$ cat config.mk
export PLATFORM = sky130hd
export DESIGN_NAME = imuldiv_int_div_iterative_flat
export DESIGN_NICKNAME = d
export VERILOG_FILES = /design/src/rtl/imuldiv_int_div_iterative_if.sv /design/src/rtl/imuldiv_int_div_iterative.sv /design/src/flat_wrapper.sv
export SDC_FILE = /design/constraint.sdc
export NUM_CORES = 1
export LEC_CHECK = 0
export ABC_AREA = 1
export BUFFER_PORTS_ARGS = -buffer_cell sky130_fd_sc_hd__buf_2
export CAP_MARGIN = 15
export CORE_ASPECT_RATIO = 1.2
export CORE_MARGIN = 2
export CORE_UTILIZATION = 46
export DETAILED_ROUTE_END_ITERATION = 12
export PLACE_DENSITY = 0.66
export SYNTH_ARGS = -nofsm -noshare
export SYNTH_HDL_FRONTEND = slang
export SYNTH_SLANG_ARGS = --single-unit
$ cat constraint.sdc
create_clock -name clk -period 5.3 [get_ports clk]
set_input_delay 1.06 -clock clk [delete_from_list [all_inputs] [get_ports clk]]
set_output_delay 1.06 -clock clk [all_outputs]
set_load 0.02 [all_outputs]
$ cat src/rtl/imuldiv_int_div_iterative_if.sv
// Request/response bundle for the iterative divider: val/rdy request carrying
// fn/a/b, and a val/rdy response carrying {remainder, quotient}.
interface imuldiv_int_div_iterative_if;
  logic        divreq_msg_fn;
  logic [31:0] divreq_msg_a;
  logic [31:0] divreq_msg_b;
  logic        divreq_val;
  logic        divreq_rdy;
  logic [63:0] divresp_msg_result;
  logic        divresp_val;
  logic        divresp_rdy;

  modport master (
    output divreq_msg_fn, divreq_msg_a, divreq_msg_b, divreq_val,
    input  divreq_rdy,
    input  divresp_msg_result, divresp_val,
    output divresp_rdy
  );

  modport slave (
    input  divreq_msg_fn, divreq_msg_a, divreq_msg_b, divreq_val,
    output divreq_rdy,
    output divresp_msg_result, divresp_val,
    input  divresp_rdy
  );
endinterface

$ cat src/rtl/imuldiv_int_div_iterative.sv
// Iterative 32-bit signed/unsigned restoring divider, one quotient bit per
// cycle; responds with {remainder, quotient} after 32 iterations.
module imuldiv_int_div_iterative (
  input  logic                          clk,
  input  logic                          reset_n,
  imuldiv_int_div_iterative_if.slave    io_div
);

  typedef enum logic [1:0] {
    ST_IDLE = 2'd0,
    ST_CALC = 2'd1,
    ST_DONE = 2'd2
  } state_t;

  state_t      r_state;
  state_t      w_state_nxt;
  logic [4:0]  r_cnt;
  logic        r_sign_a;
  logic        r_sign_b;
  logic        r_dz;
  logic [31:0] r_a_orig;
  logic [31:0] r_b_abs;
  logic [64:0] r_work;
  logic [63:0] r_result;

  logic        w_accept;
  logic        w_last;
  logic        w_sign_a;
  logic        w_sign_b;
  logic [64:0] w_shift;
  logic [32:0] w_diff;
  logic [64:0] w_work_nxt;
  logic [31:0] w_quot;
  logic [31:0] w_rem;
  logic [63:0] w_result;

  function automatic logic [31:0] neg32(input logic [31:0] v);
    return ~v + 32'd1;
  endfunction

  assign w_accept = io_div.divreq_val && (r_state == ST_IDLE);
  assign w_last   = (r_cnt == 5'd31);
  assign w_sign_a = io_div.divreq_msg_a[31] & ~io_div.divreq_msg_fn;
  assign w_sign_b = io_div.divreq_msg_b[31] & ~io_div.divreq_msg_fn;

  // Handshake outputs decode straight from the registered state.
  assign io_div.divreq_rdy         = (r_state == ST_IDLE);
  assign io_div.divresp_val        = (r_state == ST_DONE);
  assign io_div.divresp_msg_result = r_result;

  // One restoring step: a negative 33-bit difference (bit 32 set) keeps the partial remainder.
  always_comb begin
    w_shift = r_work << 1;
    w_diff  = w_shift[64:32] - {1'b0, r_b_abs};
    if (!w_diff[32]) begin
      w_work_nxt = {w_diff, w_shift[31:1], 1'b1};
    end else begin
      w_work_nxt = w_shift;
    end
  end

  // Sign fix-up of the final step; divide-by-zero overrides it.
  always_comb begin
    w_quot = w_work_nxt[31:0];
    w_rem  = w_work_nxt[63:32];
    if (r_dz) begin
      w_result = {r_a_orig, 32'hFFFF_FFFF};
    end else begin
      w_result = {(r_sign_a ? neg32(w_rem) : w_rem),
                  ((r_sign_a ^ r_sign_b) ? neg32(w_quot) : w_quot)};
    end
  end

  // Next-state decode.
  always_comb begin
    w_state_nxt = r_state;
    case (r_state)
      ST_IDLE: begin
        if (io_div.divreq_val) w_state_nxt = ST_CALC;
        else                   w_state_nxt = ST_IDLE;
      end
      ST_CALC: begin
        if (w_last) w_state_nxt = ST_DONE;
        else        w_state_nxt = ST_CALC;
      end
      ST_DONE: begin
        if (io_div.divresp_rdy) w_state_nxt = ST_IDLE;
        else                    w_state_nxt = ST_DONE;
      end
      default: w_state_nxt = ST_IDLE;
    endcase
  end

  // State register.
  always_ff @(posedge clk or negedge reset_n) begin
    if (!reset_n) r_state <= ST_IDLE;
    else          r_state <= w_state_nxt;
  end

  // Operand capture, iteration and result registers.
  always_ff @(posedge clk or negedge reset_n) begin
    if (!reset_n) begin
      r_cnt    <= 5'd0;
      r_sign_a <= 1'b0;
      r_sign_b <= 1'b0;
      r_dz     <= 1'b0;
      r_a_orig <= 32'd0;
      r_b_abs  <= 32'd0;
      r_work   <= 65'd0;
      r_result <= 64'd0;
    end else begin
      case (r_state)
        ST_IDLE: begin
          if (w_accept) begin
            r_sign_a <= w_sign_a;
            r_sign_b <= w_sign_b;
            r_dz     <= (io_div.divreq_msg_b == 32'd0);
            r_a_orig <= io_div.divreq_msg_a;
            r_b_abs  <= w_sign_b ? neg32(io_div.divreq_msg_b) : io_div.divreq_msg_b;
            r_work   <= {33'd0, (w_sign_a ? neg32(io_div.divreq_msg_a) : io_div.divreq_msg_a)};
            r_cnt    <= 5'd0;
          end
        end
        ST_CALC: begin
          r_work <= w_work_nxt;
          if (w_last) begin
            r_result <= w_result;
          end else begin
            r_cnt <= r_cnt + 5'd1;
          end
        end
        ST_DONE: begin
          r_result <= r_result;
        end
        default: begin
          r_cnt <= 5'd0;
        end
      endcase
    end
  end

endmodule
$ cat src/flat_wrapper.sv
// flat-port wrapper written by rule: the top's interface ports become plain ports
module imuldiv_int_div_iterative_flat 
  (clk, reset_n, io_div_divreq_msg_fn, io_div_divreq_msg_a, io_div_divreq_msg_b, io_div_divreq_val, io_div_divreq_rdy, io_div_divresp_msg_result, io_div_divresp_val, io_div_divresp_rdy);
  imuldiv_int_div_iterative_if io_div_i ();
  input  logic clk;
  input  logic reset_n;
  input wire logic [$bits(io_div_i.divreq_msg_fn)-1:0] io_div_divreq_msg_fn;
  input wire logic [$bits(io_div_i.divreq_msg_a)-1:0] io_div_divreq_msg_a;
  input wire logic [$bits(io_div_i.divreq_msg_b)-1:0] io_div_divreq_msg_b;
  input wire logic [$bits(io_div_i.divreq_val)-1:0] io_div_divreq_val;
  output wire logic [$bits(io_div_i.divreq_rdy)-1:0] io_div_divreq_rdy;
  output wire logic [$bits(io_div_i.divresp_msg_result)-1:0] io_div_divresp_msg_result;
  output wire logic [$bits(io_div_i.divresp_val)-1:0] io_div_divresp_val;
  input wire logic [$bits(io_div_i.divresp_rdy)-1:0] io_div_divresp_rdy;
  assign io_div_i.divreq_msg_fn = io_div_divreq_msg_fn;
  assign io_div_i.divreq_msg_a = io_div_divreq_msg_a;
  assign io_div_i.divreq_msg_b = io_div_divreq_msg_b;
  assign io_div_i.divreq_val = io_div_divreq_val;
  assign io_div_divreq_rdy = io_div_i.divreq_rdy;
  assign io_div_divresp_msg_result = io_div_i.divresp_msg_result;
  assign io_div_divresp_val = io_div_i.divresp_val;
  assign io_div_i.divresp_rdy = io_div_divresp_rdy;
  imuldiv_int_div_iterative u_core (.clk(clk), .reset_n(reset_n), .io_div(io_div_i));
endmodule
==> impl_metrics.toml, run 1 <==
[worst_setup_path]
worstPathRequired_ns = 5.70
crit_fanout = 8
critPathKind = "flip-flop to flip-flop"
cp_slowest_stage_delay_ns = 0.39
reg2reg_to = "u_core.io_div.divresp_msg_result[22]"
ff2ff_path_depth = 27
cp.arrival_ns = 4.91
crit_slowest_cell = "dfrtp_1"
reg2reg_slack_ns = 0.79
critPathLaunchType = "flip-flop"
r2r-start = "u_core.r_work[31]"
end_kind = "flip-flop"
setup.worst_path.start = "u_core.r_work[31]"

[synthesis]
synth_flop_cell = "dfrtp_1"
async_flop_share_pct = 100
ys_warn_count = 0
syn_area_per_cell_um2 = 6.83
ys_types = 59
ys_ff_latch = 202
synth_edf_count = 0
yosysSeqAreaShare_pct = 35.0
synthCells = 2113
syn_area_um2 = 14400
syn_nets = 2221

[cells_and_area]
area_growth_pct = 12.0
multi_input_area_um2 = 7950
fin_cells = 2636
drive_above_1_share_pct = 12.4
layout_commonest_cell = "nand2_1"
antenna_cells = 0
regArea_um2 = 5050
fill_cells = 3156
fin_nets = 2328
final_cell_mix = "643 x nand2_1, 290 x inv_1, 202 x dfrtp_1"

[routing]
avgRoutedWirePerCell_um = 16.5
drcViolationCount = 0
ant_nets = 0
drt_iter0_markers = 1029
vias = 13850
wl_mm = 43.5
first_pass_iters = 7
viasPerCell = 5.25

[sta]
rsz0062_at_grt = "false"
slew_viol_final = 0
finalSetupViolations = 0
tightest_slew_ns = 1.14
fmax_mhz = 222
slew_headroom_pct = 23.9
timing.final.hold_violations = 0
setup_ws_ns = 0.795
fin_skew_ns = 0.0188
min_period_over_period_pct = 85.0
finalSetupTns_ns = 0
period_needed_ns = 4.51

[worst_hold_path]
hold_depth = 2
hp-class = "flip-flop to flip-flop"
min_to = "u_core.io_div.divresp_msg_result[58]"
worstHoldStart = "u_core.io_div.divresp_msg_result[58]"

[floorplan]
start_util_pct = 46.4
die-area_um2 = 32800
io_pins = 135
die_w_um = 166
die_h_um = 198
row_count = 71
core-area_um2 = 31100

[cts]
ctsResizeCount = 0
post_cts_buffers = 0
cts_tree = "built"
cts_buffers = 23
insertion_delay_ns = 0.53
clockBufferDepth = 3
cts-root-buf = "clkbuf_16"
cts.sink_count = 202
htreeDepth = 1
clk_pin_slew_worst_paths_ns = 0.06
cts_hold_buf = 0

[global_route]
overflow = 0
antenna_found_initial = 0
grt_pass1_wl_mm = 69.7
grt_max_degree = 100
grt_usage_pct = 26.3
first_global_vias = 13190

[place]
placed_cells = 2596
dp_hpwl_mm = 34.0
portBuffers = 134
gp_congestion = 0.932
place_ws_ns = 0.903

[run_status]
outcome = "completed"

[flow_run]
drv_cap = 0
[worst max path at each step]
stage	end	slack, ns	depth (start not counted)
after floorplan	u_core.io_div.divresp_msg_result[22]	1.19	29
after global placement	u_core.io_div.divresp_msg_result[22]	1.0	27
after detailed placement	u_core.io_div.divresp_msg_result[22]	0.90	27
after CTS	u_core.io_div.divresp_msg_result[22]	0.86	27
after global routing	u_core.io_div.divresp_msg_result[22]	0.17	27
final	u_core.io_div.divresp_msg_result[22]	0.79	27
[cell type report]
cell class                      instances  share of cell area [%]
Clock buffer                           29                    3.88
Timing Repair Buffer                  151                    4.99
Multi-Input combinational cell       1544                    49.1
Clock inverter                         11                   0.735
Inverter                              298                    6.92
Tap cell                              401                    3.10
Sequential cell                       202                    31.3
[sequential cells by signal, summed over array words and instances, names as in the netlist, 2 cells and up]
register                          flops
u_core.r_state                        2
u_core.io_div.divresp_msg_result     64
u_core.r_a_orig                      32
u_core.r_b_abs                       32
u_core.r_cnt                          5
u_core.r_work                        64
[critical path, delay by kind of cell, from the launching register on]
family,cells,cell delay [ns]
compound gates,6,1.11
fa+ha+maj,3,0.74
simple gates,15,1.94
flops,1,0.39
buf+inv,3,0.21
[synth_stat cells, types with 5 or more instances]
master,count,area [um2]
a21oi_1,76,380
a22oi_1,31,233
buf_2,8,40.0
clkbuf_1,53,199
dfrtp_1,202,5050
ha_1,38,475
inv_1,292,1100
nand2_1,643,2410
nand2_2,33,206
nand2_4,5,56.3
nand3_1,91,455
nand3b_1,7,52.6
nand4_1,18,113
nor2_1,173,649
nor2_2,13,81.3
nor3_1,29,145
nor4_1,8,50.1
o211ai_1,11,82.6
o21ai_0,149,746
o21ai_1,15,75.1
o21bai_1,6,45.0
o22a_1,10,87.6
o22ai_1,35,219
o31ai_1,5,37.5
o32a_1,5,50.1
or2_2,9,56.3
xnor2_1,28,245
xor2_1,59,517
[through the flow]
step,hold slack (ns),utilization [%],area [um2]
2_1_floorplan,0.437,-,14400
3_3_place_gp,0.460,49.6,15400
3_5_place_dp,0.465,49.6,15400
4_1_cts,0.482,52.0,16200
5_1_grt,0.499,52.0,16200
6_report,0.477,52.0,16200
[kinds of logic (layout without fill, tap and decap cells)]
group | count (synthesis) | count (layout) | synth area share, %
adders and majority gates | 39 | 39 | 3.43
AOI/OAI and AO/OA | 368 | 368 | 15.1
and+or+nand+nor | 1049 | 1049 | 31.1
DFF | 202 | 202 | 35.0
muxes | 1 | 1 | 0.0693
xor gates and xnor gates | 87 | 87 | 5.28
buffers and inverters | 367 | 489 | 10.1
[metal layers]
metal	GRT usage [%]	wire length (um)
met1	32.9	18600
met3	2.42	1690
met2	46.9	21400
met4	10.8	1860
met5	0	0
Power of run 1 is not shown: default switching activity piles up to over one toggle a cycle in this logic, so the estimate is an artifact.
==> run 2, diff against run 1 <==
Settings changed: ABC_AREA 1 to unset, CORE_UTILIZATION 46 to 60, PLACE_DENSITY 0.66 to 0.83.
==> impl_metrics.toml, run 2 <==
[synthesis]
synth_edf_count = 0
synthCells = 1612
ys_warn_count = 0
syn_nets = 1720
synth_flop_cell = "dfrtp_1"
ys_types = 75
syn_area_um2 = 13300
yosysTopAreaCell = "dfrtp_1"
yosysMostFrequentCell = "nand2_1"
netlist_top_cells_area = "dfrtp_1 38%, o21ai_0 6.9%, nand2_1 6.0%"
yosysSeqAreaShare_pct = 38.0
ys_ff_latch = 202
async_flop_share_pct = 100
synthTopCellsByCount = "214 x nand2_1, 202 x dfrtp_1, 184 x o21ai_0"
yosys.area.top_type_share_pct = 38.0
syn_area_per_cell_um2 = 8.26

[cts]
clk_pin_slew_worst_paths_ns = 0.06
cts_tree = "built"
cts.sink_count = 202
cts_buffers = 23
cts_hold_buf = 0
insertion_delay_ns = 0.52
htreeDepth = 1
clockBufferDepth = 3
cts-root-buf = "clkbuf_16"

[worst_setup_path]
crit_fanout = 5
setup.worst_path.start = "u_core.r_work[31]"
worstPathCellList = "inv_1 > ha_1 > inv_1 > fa_1 > a211oi_2 > o21ai_1 > o2111ai_1 > a21oi_1 > nor3_2 > nor2_4 > inv_2 > mux2i_1 > ha_1 > nand3_1 > or4_1 > mux2i_4 > o2111ai_2 > o31ai_1 > xnor2_1 > o21ai_0"
reg2reg_to = "u_core.io_div.divresp_msg_result[60]"
end_kind = "flip-flop"
endpoint = "u_core.io_div.divresp_msg_result[60]"
cp_slowest_stage_delay_ns = 0.48
worstPathRequired_ns = 5.67
critPathKind = "flip-flop to flip-flop"
r2r-start = "u_core.r_work[31]"
crit_slowest_cell = "or4_1"
critPathLaunchType = "flip-flop"
ff2ff_path_depth = 20
cp.arrival_ns = 5.41
reg2reg_slack_ns = 0.26

[place]
dp_hpwl_mm = 26.6
gp_congestion = 0.931
portBuffers = 134

[routing]
wl_mm = 36.4
viasPerCell = 6.20
vias = 12355
avgRoutedWirePerCell_um = 18.2
ant_nets = 0
drt_iter0_markers = 961
first_pass_iters = 5
drcViolationCount = 0

[global_route]
grt_pass1_wl_mm = 58.4
antenna_found_initial = 0
first_global_vias = 11731
grt_usage_pct = 30.3
grt_max_degree = 118
overflow = 0

[sta]
finalSetupTns_ns = 0
fmax_mhz = 199
finalSetupViolations = 0
tightest_slew_ns = 1.09
period_needed_ns = 5.04
slew_headroom_pct = 27.2
timing.final.hold_violations = 0
min_period_over_period_pct = 95.0
rsz0062_at_grt = "false"
slew_viol_final = 0
fin_skew_ns = 0.0262

[floorplan]
die-area_um2 = 23400
die_w_um = 140
core-area_um2 = 21700
io_pins = 135
row_count = 59
start_util_pct = 61.3
die_h_um = 167

[flow_run]
drv_cap = 0

[worst_hold_path]
hp-class = "flip-flop to flip-flop"

[run_status]
outcome = "completed"

[cells_and_area]
multi_input_area_um2 = 7760
antenna_cells = 0
regArea_um2 = 5050
area_growth_pct = 12.8
layout_commonest_cell = "nand2_1"
fin_nets = 1812
drive_above_1_share_pct = 13.3
final_cell_mix = "214 x nand2_1, 202 x dfrtp_1, 184 x o21ai_0"
fill_cells = 1791
## run 2: cell type report
type / count / area share (%)
multi-input combinational: 1266 / 51.7
sequential: 202 / 33.7
timing repair buffer: 156 / 5.78
clock buffer: 32 / 4.33
tap: 274 / 2.28
inverter: 55 / 1.38
clock inverter: 9 / 0.867
## run 2: logic make-up (layout without fill, tap and decap cells)
logic type               after synthesis  count (layout)  synth area share (%)
AO/OA/AOI/OAI                        492             492                  22.3
XOR/XNOR                             139             139                  9.15
flip-flops                           202             202                  38.0
adder cells (fa/ha/maj)               39              39                  3.72
buffers and inverters                144             252                  4.12
AND/OR/NAND/NOR                      561             561                  20.0
multiplexers                          35              35                  2.67
## run 2: stage by stage
step	util (%)	hold WS [ns]	instances	area, um2	setup slack (ns)
2_1_floorplan	-	0.437	1612	13300	0.390
3_3_place_gp	65.2	0.450	1949	14200	0.395
3_5_place_dp	65.2	0.456	1949	14200	0.142
4_1_cts	68.8	0.474	1990	14900	0.0650
5_1_grt	69.2	0.489	1994	15000	0.0314
6_report	69.2	0.476	1994	15000	0.263
## run 2: how the worst min path moves through the flow
stage	endpoint	start	slack, ns	cells after the start
floorplan	u_core.r_a_orig[29]	u_core.r_a_orig[29]	0.44	2
global placement	u_core.r_a_orig[17]	u_core.r_a_orig[17]	0.45	2
detailed placement	u_core.r_a_orig[16]	u_core.r_a_orig[16]	0.46	2
CTS	u_core.r_a_orig[27]	u_core.r_a_orig[27]	0.47	2
global route	u_core.r_a_orig[31]	u_core.r_a_orig[31]	0.49	2
finish	u_core.r_a_orig[27]	u_core.r_a_orig[27]	0.48	2
## run 2: timing repair
item	CTS	global route
resized for setup	0	6
setup buffers	0	1
setup endpoints to repair	0	5
## run 2: worst max-delay path: cells and delay by family, from the launching register on
kind	cells	cell delay (ns)
compound gates	7	1.55
simple gates	4	1.02
fa+ha+maj	3	0.89
mux	2	0.56
flops	1	0.44
buf+inv	3	0.26
xor+xnor	1	0.16
## run 2: routing by layer
| metal | vias to the layer above | wire length, um | track usage [%] |
|---|---|---|---|
| met1 | 5796 | 14800 | 39.3 |
| li1 | 5957 | - | - |
| met2 | 507 | 17700 | 51.9 |
| met4 | 0 | 1520 | 12.8 |
| met5 | - | 0 | 0 |
| met3 | 95 | 2270 | 3.00 |
Power of run 2 is left out for the same reason.
